File: src/rtl/gfx_cmd_queue.sv
// Host-side command FIFO for the graphics core: buffers fill/blit requests and
// sequences them one at a time through the card_busy handshake.
module gfx_cmd_queue #(
  parameter int DEPTH       = 4,
  parameter int ACK_TIMEOUT = 15
) (
  input  logic                     clk,
  input  logic                     reset,
  input  logic                     in_start_fill,
  input  logic                     in_start_blit,
  input  logic                     in_fill_value,
  input  logic [8:0]               in_X1,
  input  logic [8:0]               in_X2,
  input  logic [7:0]               in_Y1,
  input  logic [7:0]               in_Y2,
  input  logic [8:0]               in_width,
  input  logic [7:0]               in_height,
  input  logic                     card_busy,
  input  logic                     card_error,
  input  logic                     clr_status,
  output logic                     out_start_fill,
  output logic                     out_start_blit,
  output logic                     out_fill_value,
  output logic [8:0]               out_X1,
  output logic [7:0]               out_Y1,
  output logic [8:0]               out_X2,
  output logic [7:0]               out_Y2,
  output logic [8:0]               out_width,
  output logic [7:0]               out_height,
  output logic [$clog2(DEPTH):0]   q_count,
  output logic                     q_full,
  output logic                     busy,
  output logic [3:0]               err_flags,
  output logic [7:0]               done_cnt
);

  localparam int AW = $clog2(DEPTH);
  localparam int CW = AW + 1;
  localparam int TW = $clog2(ACK_TIMEOUT + 1);

  typedef struct packed {
    logic       op_blit;
    logic       fill_value;
    logic [8:0] x1;
    logic [7:0] y1;
    logic [8:0] x2;
    logic [7:0] y2;
    logic [8:0] width;
    logic [7:0] height;
  } entry_t;

  typedef enum logic [1:0] {IDLE, ISSUE, WAIT_ACK, WAIT_DONE} state_t;

  entry_t          mem [DEPTH];
  entry_t          in_entry;
  entry_t          cur;
  logic [AW-1:0]   wr_ptr, rd_ptr;
  logic [CW-1:0]   count;
  logic [TW-1:0]   ack_cnt;
  state_t          state, state_next;
  logic            pop, push, op_done, timeout_evt;
  logic            req_one, conflict, overflow, card_err_evt, zero_blit;
  logic [3:0]      err_next;

  assign req_one      = in_start_fill ^ in_start_blit;
  assign conflict     = in_start_fill & in_start_blit;
  assign q_full       = (count == CW'(DEPTH));
  assign push         = req_one && (!q_full || pop);
  assign overflow     = req_one && q_full && !pop;
  assign card_err_evt = card_error && (state == WAIT_ACK || state == WAIT_DONE);
  assign zero_blit    = cur.op_blit && (cur.width == 9'd0 || cur.height == 8'd0);
  assign in_entry     = '{in_start_blit, in_fill_value, in_X1, in_Y1, in_X2, in_Y2,
                          in_width, in_height};

  always_ff @(posedge clk) begin
    if (reset) state <= IDLE;
    else       state <= state_next;
  end

  // NOTE: every signal written here gets a default first, so no path can infer a latch.
  always_comb begin
    state_next     = state;
    pop            = 1'b0;
    op_done        = 1'b0;
    timeout_evt    = 1'b0;
    out_start_fill = 1'b0;
    out_start_blit = 1'b0;
    case (state)
      IDLE: begin
        if (count != '0 && !card_busy) begin
          pop        = 1'b1;
          state_next = ISSUE;
        end
      end
      ISSUE: begin
        if (zero_blit) begin
          op_done    = 1'b1;
          state_next = IDLE;
        end else begin
          out_start_fill = !cur.op_blit;
          out_start_blit = cur.op_blit;
          state_next     = WAIT_ACK;
        end
      end
      WAIT_ACK: begin
        if (card_busy) begin
          state_next = WAIT_DONE;
        end else if (ack_cnt == TW'(ACK_TIMEOUT - 1)) begin
          timeout_evt = 1'b1;
          op_done     = 1'b1;
          state_next  = IDLE;
        end
      end
      WAIT_DONE: begin
        if (!card_busy) begin
          op_done    = 1'b1;
          state_next = IDLE;
        end
      end
      default: state_next = IDLE;
    endcase
  end

  // An error event in the same cycle as clr_status survives the clear.
  always_comb begin
    err_next = clr_status ? 4'b0000 : err_flags;
    err_next = err_next | {card_err_evt, timeout_evt, conflict, overflow};
  end

  // NOTE: the storage array is deliberately not reset; the pointers and count define
  // which entries are valid, so stale contents are never observed.
  always_ff @(posedge clk) begin
    if (push && !reset) mem[wr_ptr] <= in_entry;
  end

  // NOTE: all sequential state uses non-blocking assignments so every register samples
  // pre-edge values, independent of statement order.
  always_ff @(posedge clk) begin
    if (reset) begin
      wr_ptr    <= '0;
      rd_ptr    <= '0;
      count     <= '0;
      cur       <= '0;
      ack_cnt   <= '0;
      err_flags <= '0;
      done_cnt  <= '0;
    end else begin
      if (push) wr_ptr <= wr_ptr + AW'(1);
      if (pop) begin
        rd_ptr <= rd_ptr + AW'(1);
        cur    <= mem[rd_ptr];
      end
      count     <= count + CW'(push) - CW'(pop);
      ack_cnt   <= (state == WAIT_ACK) ? ack_cnt + TW'(1) : '0;
      err_flags <= err_next;
      done_cnt  <= done_cnt + 8'(op_done);
    end
  end

  assign out_fill_value = cur.fill_value;
  assign out_X1         = cur.x1;
  assign out_Y1         = cur.y1;
  assign out_X2         = cur.x2;
  assign out_Y2         = cur.y2;
  assign out_width      = cur.width;
  assign out_height     = cur.height;
  assign q_count        = count;
  assign busy           = (state != IDLE);

endmodule

File: config.mk
export PLATFORM = sky130hd
export DESIGN_NAME = gfx_cmd_queue
export DESIGN_NICKNAME = d
export VERILOG_FILES = /design/src/rtl/gfx_cmd_queue.sv
export SDC_FILE = /design/constraint.sdc
export NUM_CORES = 1
export LEC_CHECK = 0
export BUFFER_PORTS_ARGS = -buffer_cell sky130_fd_sc_hd__buf_2
export CAP_MARGIN = 20
export CORE_MARGIN = 2
export CORE_UTILIZATION = 55
export DETAILED_ROUTE_END_ITERATION = 8
export PLACE_DENSITY = 0.82
export SLEW_MARGIN = 25
export SYNTH_ARGS = -nofsm -noshare
export SYNTH_HDL_FRONTEND = slang
export SYNTH_SLANG_ARGS = --single-unit
File: constraint.sdc
create_clock -name clk -period 8 [get_ports clk]
set_input_delay 0.8 -clock clk [delete_from_list [all_inputs] [get_ports clk]]
set_output_delay 0.8 -clock clk [all_outputs]
set_load 0.005 [all_outputs]
==> summary.txt <==
GRT
  – Antenna violations before repair: 5
  – GRT overflow: 0
  – First-pass GRT wire length: 31700 um
  – Vias in the first global route: 5831
  – GRT Total Usage: 18.9%
  – Largest net degree at the start of global routing: 78

STA
  – Fmax: 0.366 GHz
  – Relative slew slack: 38.9%
  – RSZ-0062 raised after global routing: false
  – Fin. max-slew vios: 0
  – Setup TNS: 0 ps
  – Final min period: 2730 ps
  – Clk_skew: 11.4 ps
  – # setup viols final: 0
  – Period utilisation layout: 34.1%
  – Final count of hold timing violations: 0
  – Least-Margin Pin Slew: 916 ps

Clock network
  – Hold Buf Count CTS: 0
  – CTS sink count: 290
  – Post-CTS repair timing setup buffer count: 0
  – H-tree Lvls: 1
  – Clk buf depth: 3
  – CTS Buf Count: 28
  – CTS root buf: clkbuf_16
  – Worst-Skew Late Latency: 530 ps
  – Cts repair resizes: 0
  – CTS clk-pin slew, worst paths: 60 ps
  – CTS tree: built

Logic synthesis
  – Avg Inst Size Synth: 16.2 um2
  – Total number of yosys warnings: 0
  – Mapped Cells: 689
  – Register area share after synthesis: 71.1%
  – Synth cell types: 44
  – Ys flop type: edfxtp_1
  – Synth Net Count: 759
  – Post-synth EDFFs: 212
  – Async S/R FF share, synth: 0%
  – Seq cells post-synth: 290
  – Synthesized area: 11200 um2

Worst hold path
  – Worst hold path class: flop to flop
  – Hold Path Stages: 2

Detailed routing
  – # DRC: 0
  – DRT Pass-1 Iters: 5
  – Vias per cell: 5.45
  – Antenna viol nets, final: 0
  – Iteration-0 DRC Markers: 355
  – Routed WL per cell: 19.0 um
  – Routed wire length: 20300 um
  – Via count: 5819

Layout
  – Layout Nets: 843
  – Layout area overhead: 12.1%
  – Register area: 7930 um2
  – Final core utilization: 62.4%
  – Share of cells above drive strength 1: 33.0%
  – Area occupied by multi-input gates: 2630 um2
  – Filler cells: 1468

Pwr
  – PD cells: 314 nW/um2
  – Max VDD drop: 0.000218 V
  – P_leak: 4.39 nW

Setup path
  – CP max stage cell: and2_2
  – Worst Setup End Kind: flop
  – Req. time, crit path: 8180 ps
  – Critical path's top delay family: simple AND/OR/NAND/NOR gates
  – Worst Path Arrival: 2910 ps
  – Cell count along the critical path: 6
  – Setup CP Type: input pin to flop
  – Worst-path maximum fanout: 27
  – CP Buf/Inv Count: 2
  – Worst Reg2Reg Path Length in Cells: 10
  – Setup crit start kind: input pin
  – Critical path, cell by cell: buf_2, ha_1, o41ai_4, nor2_1, and2_2, buf_4
  – Critical path's largest stage delay: 690 ps

Placement
  – HPWL Detailed: 12400 um
  – Port Buffers: 129
  – GPL Wtd Cong: 0.750

Floorplan
  – Core area: 20000 um2
  – Num rows: 52
  – Die area: 21400 um2
  – I/O pin count: 130
  – Die Y: 146 um
  – Die span in x: 146 um
  – Initial Util: 55.7%

Run status
  – Status: finished, final reports clean

Job
  – Max Cap Viol: 0
tightest hold or removal path, stage by stage (launching register included):
cell and delay (ps):
dfxtp_1 300, nand2_1 50, a21oi_1 50
kinds of logic (layout without fill, tap and decap cells):
group	Yosys count	after routing	synth area share, %
flops	290	290	71.1
simple gates	162	162	6.36
buf+inv	91	197	5.55
compound gates	68	68	3.88
mux	54	54	10.8
xor+xnor	13	13	1.02
fa+ha+maj	11	11	1.30
other cells	0	3	0
routing by layer:
layer,global-route usage [%],wire (um),up-vias
met2,32.9,10400,168
met3,4.47,1330,31
met5,0,0,-
li1,-,-,2674
met4,4.71,396,0
met1,24.2,8180,2946
Yosys cell counts, drive strengths merged (3+ instances only):
cell type  number  area share [%]
a21oi          55             2.8
and2            4            0.22
buf            70             4.8
clkbuf         13            0.44
dfxtp          78              14
edfxtp        212              57
ha             10             1.1
inv             8            0.27
mux4           53              11
nand2         110             3.9
nand3           5            0.22
nor2           26            0.88
nor2b           3            0.17
nor3            3            0.24
nor4            3            0.17
xnor2           7            0.55
xor2            6            0.47
per-stage QoR:
step	hold slack, ps	power (mW)	worst slack, ps	instance area [um2]	cells
2_1_floorplan	430	2.61	4880	11200	689
3_3_place_gp	440	2.72	4810	11600	1013
3_5_place_dp	446	2.75	4720	11600	1013
4_1_cts	454	3.97	5270	12500	1065
5_1_grt	471	4.10	5100	12500	1066
6_report	453	3.92	5270	12500	1068
power breakdown:
group	total, mW	internal [mW]	switching [mW]
combinational	0.807	0.375	0.432
clock	1.22	0.696	0.520
sequential	1.90	1.78	0.119
total	3.92	2.85	1.07
sequential cells by signal (all words and copies together) (netlist names):
signal          count
cur                 1
out_X2              9
out_width           9
out_X1              9
out_fill_value      1
rd_ptr              2
q_count             3
out_height          8
done_cnt            8
out_Y1              8
mem               212
err_flags           4
wr_ptr              2
ack_cnt             4
out_Y2              8
state               2
path summary, 6_finish.rpt:
kind | start | end | slack (ps)
setup / recovery | in_start_blit | mem[0][15] | 5270
hold / removal | out_Y2[1] | out_Y2[1] | 450
setup reg to reg | q_count[1] | q_count[2] | 5320
hold reg to reg | out_Y2[1] | out_Y2[1] | 450
placed cells by master (no fill, tap or decap), types with 3 or more instances in the layout:
cell,instances
buf_4,9
nand3_1,5
a21oi_2,10
edfxtp_1,212
clkinv_1,6
xor2_1,6
nor2b_1,3
ha_1,10
xnor2_1,7
a21oi_1,45
nand2_1,100
dfxtp_1,76
diode_2,3
clkinv_2,6
mux4_2,53
and2_2,4
buf_2,128
clkbuf_16,29
nand2_2,10
clkbuf_8,4
inv_1,7
nor4_1,3
nor2_1,26
clkbuf_1,6
layout make-up:
class,instances,share of cell area (%)
multi-input combinational,308,21.0
inverter,8,0.240
tap,270,2.70
sequential,290,63.4
clock buffer,39,6.42
antenna,3,0.0600
timing repair buffer,137,5.66
clock inverter,13,0.480
Note: power is estimated with default switching activity, not from simulation.
